### src/rtl/if_stage_pkg.sv
// Shared fetch-stage types and constants: datapath width, reset PC, NOP encoding
// and the fetch queue entry layout.
package if_stage_pkg;

   localparam int unsigned DATA_WIDTH = 64;

   localparam logic [DATA_WIDTH-1:0] PC_RESET_DEFAULT = 64'h0000_0000_8000_0000;
   localparam logic [31:0]           INST_NOP         = 32'h0000_0013;

   typedef struct packed {
      logic [31:0]           inst;
      logic [DATA_WIDTH-1:0] pc;
   } fetch_entry_t;

endpackage

### src/rtl/if_fetch_queue.sv
// Synchronous FIFO of fetch entries with flush; flush wins over push and pop.
module if_fetch_queue
   import if_stage_pkg::*;
#(
   parameter int unsigned DEPTH = 2
) (
   input  logic                         clk,
   input  logic                         rst,
   input  logic                         flush,
   input  logic                         push,
   input  fetch_entry_t                 push_data,
   input  logic                         pop,
   output fetch_entry_t                 head,
   output logic [$clog2(DEPTH+1)-1:0]   count
);

   localparam int unsigned CW = $clog2(DEPTH + 1);
   localparam int unsigned PW = (DEPTH > 1) ? $clog2(DEPTH) : 1;

   fetch_entry_t   mem [DEPTH];
   logic [PW-1:0]  rd_ptr;
   logic [PW-1:0]  wr_ptr;
   logic           do_push;
   logic           do_pop;

   always_comb begin
      do_push = push && (count != CW'(DEPTH));
      do_pop  = pop && (count != '0);
   end

   always_ff @(posedge clk) begin
      if (rst || flush) begin
         rd_ptr <= '0;
         wr_ptr <= '0;
         count  <= '0;
      end else begin
         if (do_push) wr_ptr <= wr_ptr + PW'(1);
         if (do_pop)  rd_ptr <= rd_ptr + PW'(1);
         case ({do_push, do_pop})
            2'b10:   count <= count + CW'(1);
            2'b01:   count <= count - CW'(1);
            default: count <= count;
         endcase
      end
   end

   // Storage needs no reset: head is only observed while count is non-zero.
   always_ff @(posedge clk) begin
      if (do_push) mem[wr_ptr] <= push_data;
   end

   assign head = mem[rd_ptr];

endmodule

### src/rtl/if_stage.sv
// Instruction-fetch stage: PC, credit-limited in-order imem requests, fetch queue
// towards decode, and redirect handling that drops responses still in flight.
module if_stage
   import if_stage_pkg::*;
#(
   parameter logic [DATA_WIDTH-1:0] PC_RESET        = PC_RESET_DEFAULT,
   parameter int unsigned           FQ_DEPTH        = 2,
   parameter int unsigned           MAX_OUTSTANDING = 2
) (
   input  logic                  clk,
   input  logic                  rst,
   input  logic                  redirect_valid,
   input  logic [DATA_WIDTH-1:0] redirect_pc,
   output logic                  imem_req_valid,
   output logic [DATA_WIDTH-1:0] imem_req_addr,
   input  logic                  imem_req_ready,
   input  logic                  imem_resp_valid,
   input  logic [31:0]           imem_resp_data,
   output logic                  id_valid,
   output logic [31:0]           id_inst,
   output logic [DATA_WIDTH-1:0] id_pc,
   input  logic                  id_ready
);

   localparam int unsigned CW = $clog2(MAX_OUTSTANDING + 1);
   localparam int unsigned QW = $clog2(FQ_DEPTH + 1);

   logic [DATA_WIDTH-1:0] pc_q, pc_d;
   logic [DATA_WIDTH-1:0] resp_pc_q, resp_pc_d;
   logic [CW-1:0]         outstanding_q, outstanding_d;
   logic [CW-1:0]         drop_q, drop_d;
   logic [DATA_WIDTH-1:0] redirect_target;
   logic [31:0]           credit_used;
   logic                  req_fire;
   logic                  resp_push;
   logic                  fq_pop;
   logic [QW-1:0]         fq_count;
   fetch_entry_t          fq_head;
   fetch_entry_t          fq_push_data;

   // Credits count live responses plus queued entries, so every response has a slot.
   always_comb begin
      credit_used    = 32'(outstanding_q) - 32'(drop_q) + 32'(fq_count);
      imem_req_valid = !rst && !redirect_valid
                       && (32'(outstanding_q) < MAX_OUTSTANDING)
                       && (credit_used < FQ_DEPTH);
      imem_req_addr  = pc_q;
      req_fire       = imem_req_valid && imem_req_ready;
      resp_push      = imem_resp_valid && (drop_q == '0) && !redirect_valid;
      redirect_target = redirect_pc & ~DATA_WIDTH'(3);
   end

   always_comb begin
      pc_d          = pc_q;
      resp_pc_d     = resp_pc_q;
      outstanding_d = outstanding_q;
      drop_d        = drop_q;
      if (redirect_valid) begin
         pc_d          = redirect_target;
         resp_pc_d     = redirect_target;
         outstanding_d = outstanding_q - CW'(imem_resp_valid);
         drop_d        = outstanding_q - CW'(imem_resp_valid);
      end else begin
         if (req_fire) pc_d = pc_q + DATA_WIDTH'(4);
         if (req_fire && !imem_resp_valid) begin
            outstanding_d = outstanding_q + CW'(1);
         end else if (!req_fire && imem_resp_valid) begin
            outstanding_d = outstanding_q - CW'(1);
         end
         if (imem_resp_valid) begin
            if (drop_q != '0) drop_d = drop_q - CW'(1);
            else resp_pc_d = resp_pc_q + DATA_WIDTH'(4);
         end
      end
   end

   always_ff @(posedge clk) begin
      if (rst) begin
         pc_q          <= PC_RESET;
         resp_pc_q     <= PC_RESET;
         outstanding_q <= '0;
         drop_q        <= '0;
      end else begin
         pc_q          <= pc_d;
         resp_pc_q     <= resp_pc_d;
         outstanding_q <= outstanding_d;
         drop_q        <= drop_d;
      end
   end

   always_comb begin
      fq_push_data.inst = imem_resp_data;
      fq_push_data.pc   = resp_pc_q;
      id_valid          = (fq_count != '0);
      id_inst           = id_valid ? fq_head.inst : '0;
      id_pc             = id_valid ? fq_head.pc : '0;
      fq_pop            = id_valid && id_ready && !redirect_valid;
   end

   if_fetch_queue #(
      .DEPTH (FQ_DEPTH)
   ) u_fq (
      .clk       (clk),
      .rst       (rst),
      .flush     (redirect_valid),
      .push      (resp_push),
      .push_data (fq_push_data),
      .pop       (fq_pop),
      .head      (fq_head),
      .count     (fq_count)
   );

endmodule

### config.mk
export PLATFORM = sky130hd
export DESIGN_NAME = if_stage
export DESIGN_NICKNAME = d
export VERILOG_FILES = /design/src/rtl/if_stage_pkg.sv /design/src/rtl/if_fetch_queue.sv /design/src/rtl/if_stage.sv
export SDC_FILE = /design/constraint.sdc
export NUM_CORES = 1
export LEC_CHECK = 0
export BUFFER_PORTS_ARGS = -buffer_cell sky130_fd_sc_hd__buf_2
export CORE_MARGIN = 1
export CORE_UTILIZATION = 60
export DETAILED_ROUTE_END_ITERATION = 16
export PLACE_DENSITY_LB_ADDON = 0.12
export SYNTH_ARGS = -nofsm -noshare
export SYNTH_HDL_FRONTEND = slang
export SYNTH_SLANG_ARGS = --single-unit
### constraint.sdc
create_clock -name clk -period 18.3 [get_ports clk]
set_clock_uncertainty 0.15 [all_clocks]
set_input_delay 2.745 -clock clk [delete_from_list [all_inputs] [get_ports clk]]
set_output_delay 2.745 -clock clk [all_outputs]
set_load 0.01 [all_outputs]
==> flow_summary.ini <==
[status]
status = complete, no violations

[cts]
post_cts_hold_buffer_count = 0
cts-root-buf = sky130_fd_sc_hd__clkbuf_16
cts.clk_slew.worst_paths_ns = 0.05
clock_insertion_delay_worst_skew_ns = 0.51
tritoncts = done
numCtsBuffers = 35
post_cts.resized_instances = 0
clock_tree_sinks = 321
h-tree-depth = 2
cts_setup_buffers = 0
cts.path.max_buffers = 3

[yosys]
ys_dominant_reg_cell = sky130_fd_sc_hd__edfxtp_1
synth_warn = 0
synthArstFlopShare = 0
synth_edf_count = 188
yosys.cell_count.top_type = sky130_fd_sc_hd__edfxtp_1
synth_xor_area_frac = 0.06068
synth_fa_ha_area_frac = 0.008755
post_synth.cell_area_avg_um2 = 10.81
synth-seq-area-share = 0.5699
post_synth_instance_area_um2 = 14580
post_synth_and_or_nand_nor_area_fraction = 0.1602
synthesis.instances = 1349
ys_ff_latch = 321
yosys.area.top_type = sky130_fd_sc_hd__edfxtp_1
post_synth_mux_area_share = 0.06901
compound_gate_fraction_of_synth_area = 0.09484
synth_top_cells_by_area = sky130_fd_sc_hd__edfxtp_1 (39%), sky130_fd_sc_hd__dfxtp_1 (18%), sky130_fd_sc_hd__mux2i_1 (6.6%), sky130_fd_sc_hd__xnor2_1 (4.5%), sky130_fd_sc_hd__nor2_1 (4.1%)
most_numerous_cell_types_in_the_synthesized_netlist = sky130_fd_sc_hd__edfxtp_1 (188), sky130_fd_sc_hd__nor2_1 (160), sky130_fd_sc_hd__dfxtp_1 (133), sky130_fd_sc_hd__mux2i_1 (96), sky130_fd_sc_hd__nand2_1 (86)
largest_family_of_logic_cells_by_synthesized_area = simple AND/OR/NAND/NOR gates
synth_largest_type_area_fraction = 0.3873
synth.distinct_cells = 60

[setup_path]
worstPathBufferInverterCount = 2
cpLargestDelayFamily = buffers and inverters
cp-startpoint = rst
cp_data_arrival_time_ns = 4.00
r2r-start = outstanding_q[0]
worst-path-max-fanout = 48
r2r_slack_ns = 14.37
cp_data_required_time_ns = 15.41
cp_max_delay_cell = sky130_fd_sc_hd__buf_2
cpPeakStageDelay_ns = 0.72
criticalPathCategory = in -> out
timing.critical_path.to_type = primary output
cpMostUsedCell = sky130_fd_sc_hd__buf_2
r2r_cells = 11
crit_path_start_kind = input port
path_cells = buf_2, nor2_1, and2_1, buf_2
critical_path.reg2reg.endpoint = imem_req_addr[19]

[min_path]
hold_path_startpoint = resp_pc_q[63]
hold_path_end = u_fq.mem[0][63]
worst_hold_path_type = reg -> reg
count_of_cells_along_the_worst_hold_path = 0

[drt]
vias_per_cell = 5.817
wire_per_inst_um = 18.69
detail-route-antenna-nets = 0
drt_pass1_iterations = 5
routed_wirelength_mm = 35.86
initialDrtViolationCount = 1067
drc = 0
via_count = 11160

[power_and_ir_drop]
p_int_mw = 1.273
power_per_cell_area_nw_per_um2 = 96.91
ir_drop_mv = 0.05762
p_leak_nw = 6.314
total_switching_power_mw = 0.3875
power.clock.fraction = 0.415
switch_share = 0.2333
combinational_cell_fraction_of_total_power = 0.083
power.share.sequential = 0.502

[final_layout]
drive_gt1_frac = 0.2069
final_design_area_no_fill_um2 = 17140
finish.net_count = 1684
area_growth_pct = 17.55
antenna_cells_inserted = 0
final.fill_count = 1764

[floorplan]
die_h_um = 157.9
die_x_um = 157.9
row_count = 56
floorplan_core_area_um2 = 23680
io_pins = 264
effective_utilization_at_floorplan = 0.6155
die_footprint_um2 = 24920

[job]
count_of_maximum_capacitance_violations = 0

[global_route]
grt_start_max_net_pins = 81
gr-total-overflow = 0
grt_pass1_wl_mm = 54.67
total_track_usage = 0.2855
antenna_found_initial = 1
first_global_vias = 10360

[sta]
final.min_clock_period_ns = 6.894
timing_hold_violations_final = 0
max_slew_margin = 0.1958
setup_violation_total_in_the_final_timing_report = 0
grt_setup_unrepaired = false
final.setup.tns_ns = 0
timing_max_transition_violations_final = 0
period_share = 0.3767
fmax_ghz = 0.1451
worst_tran_pin_value_ns = 1.203

[placement]
placement.io_buffers = 257
routabilityCongestion = 0.9037
total_cell_area_at_the_placement_stage_um2 = 16020
dpl.hpwl_mm = 23.84
area by class of cell:
cell class	count	area, um^2	area share
multi-input cells	899	5768	0.3366
clock inverters	13	172.7	0.01008
well taps	319	399.1	0.02329
flip-flops and latches	321	8312	0.4850
inverters	51	191.4	0.01117
clock buffers	51	947.2	0.05527
repair buffers	265	1346	0.07856
per-stage QoR:
step / instances / hold slack (ns) / power (mW) / utilization / worst slack (ns)
final: 1919 / 0.3298 / 1.661 / 0.7236 / 11.41
after global routing: 1919 / 0.3600 / 1.718 / 0.7236 / 11.27
after CTS: 1919 / 0.3307 / 1.670 / 0.7236 / 11.39
after detailed placement: 1855 / 0.3155 / 0.9837 / 0.6763 / 11.39
after global placement: 1855 / 0.3117 / 0.9783 / 0.6763 / 11.43
after floorplan: 1352 / 0.2965 / 0.9278 / - / 10.31
logic make-up after synthesis:
kind of cell             count (synthesis)
AND/OR/NAND/NOR                        474
flip-flops                             321
AO/OA/AOI/OAI                          211
buffers and inverters                  132
XOR/XNOR                               101
multiplexers                           100
adder cells (fa/ha/maj)                  9
other                                    1
per-layer routing:
layer / wire (um) / GRT usage / part of all wire / vias to the layer above
met5: 11 / 0 / 0.00031 / -
met4: 886 / 0.09339 / 0.025 / 2
met3: 2812 / 0.05393 / 0.078 / 67
met2: 17520 / 0.4825 / 0.49 / 476
met1: 14630 / 0.3692 / 0.41 / 5294
li1: - / - / - / 5324
worst max-delay path by stage:
stage,endpoint,cells past startpoint
CTS,imem_req_valid,4
floorplan,u_fq.mem[0][10],5
global placement,imem_req_valid,4
detailed placement,imem_req_valid,4
global route,imem_req_valid,4
finish,imem_req_valid,4
registers in the layout, summed over array words and instances (netlist names), named ones only:
register       flops
u_fq.mem         188
imem_req_addr     62
resp_pc_q         62
drop_q             2
outstanding_q      2
u_fq.count         2
u_fq.rd_ptr        1
u_fq.wr_ptr        1
power by group through the flow:
stage               registers, mW  logic (mW)  clock network (mW)
global route                0.838       0.152               0.729
global placement            0.846       0.133                   0
detailed placement          0.848       0.136                   0
CTS                         0.833       0.138               0.700
finish                      0.834       0.138               0.689
floorplan                   0.844      0.0834                   0
cell usage in the layout (no fill, tap or decap), drive strengths merged, types with 6 or more instances in the layout:
cell and n:
a211oi 13, nor4 26, clkinv 6, and3 25, mux2i 96, nand2 86
o21a 8, nand3 43, ha 7, nor2 160, a31oi 14, and4 16
xor2 26, or3 12, nand4 44, buf 265, a21oi 62, dfxtp 133
o211ai 8, a21boi 61, xnor2 75, o21ai 18, nor3 37, and2 9
inv 54, edfxtp 188, clkbuf 51
(Power assumes the default switching activity.)
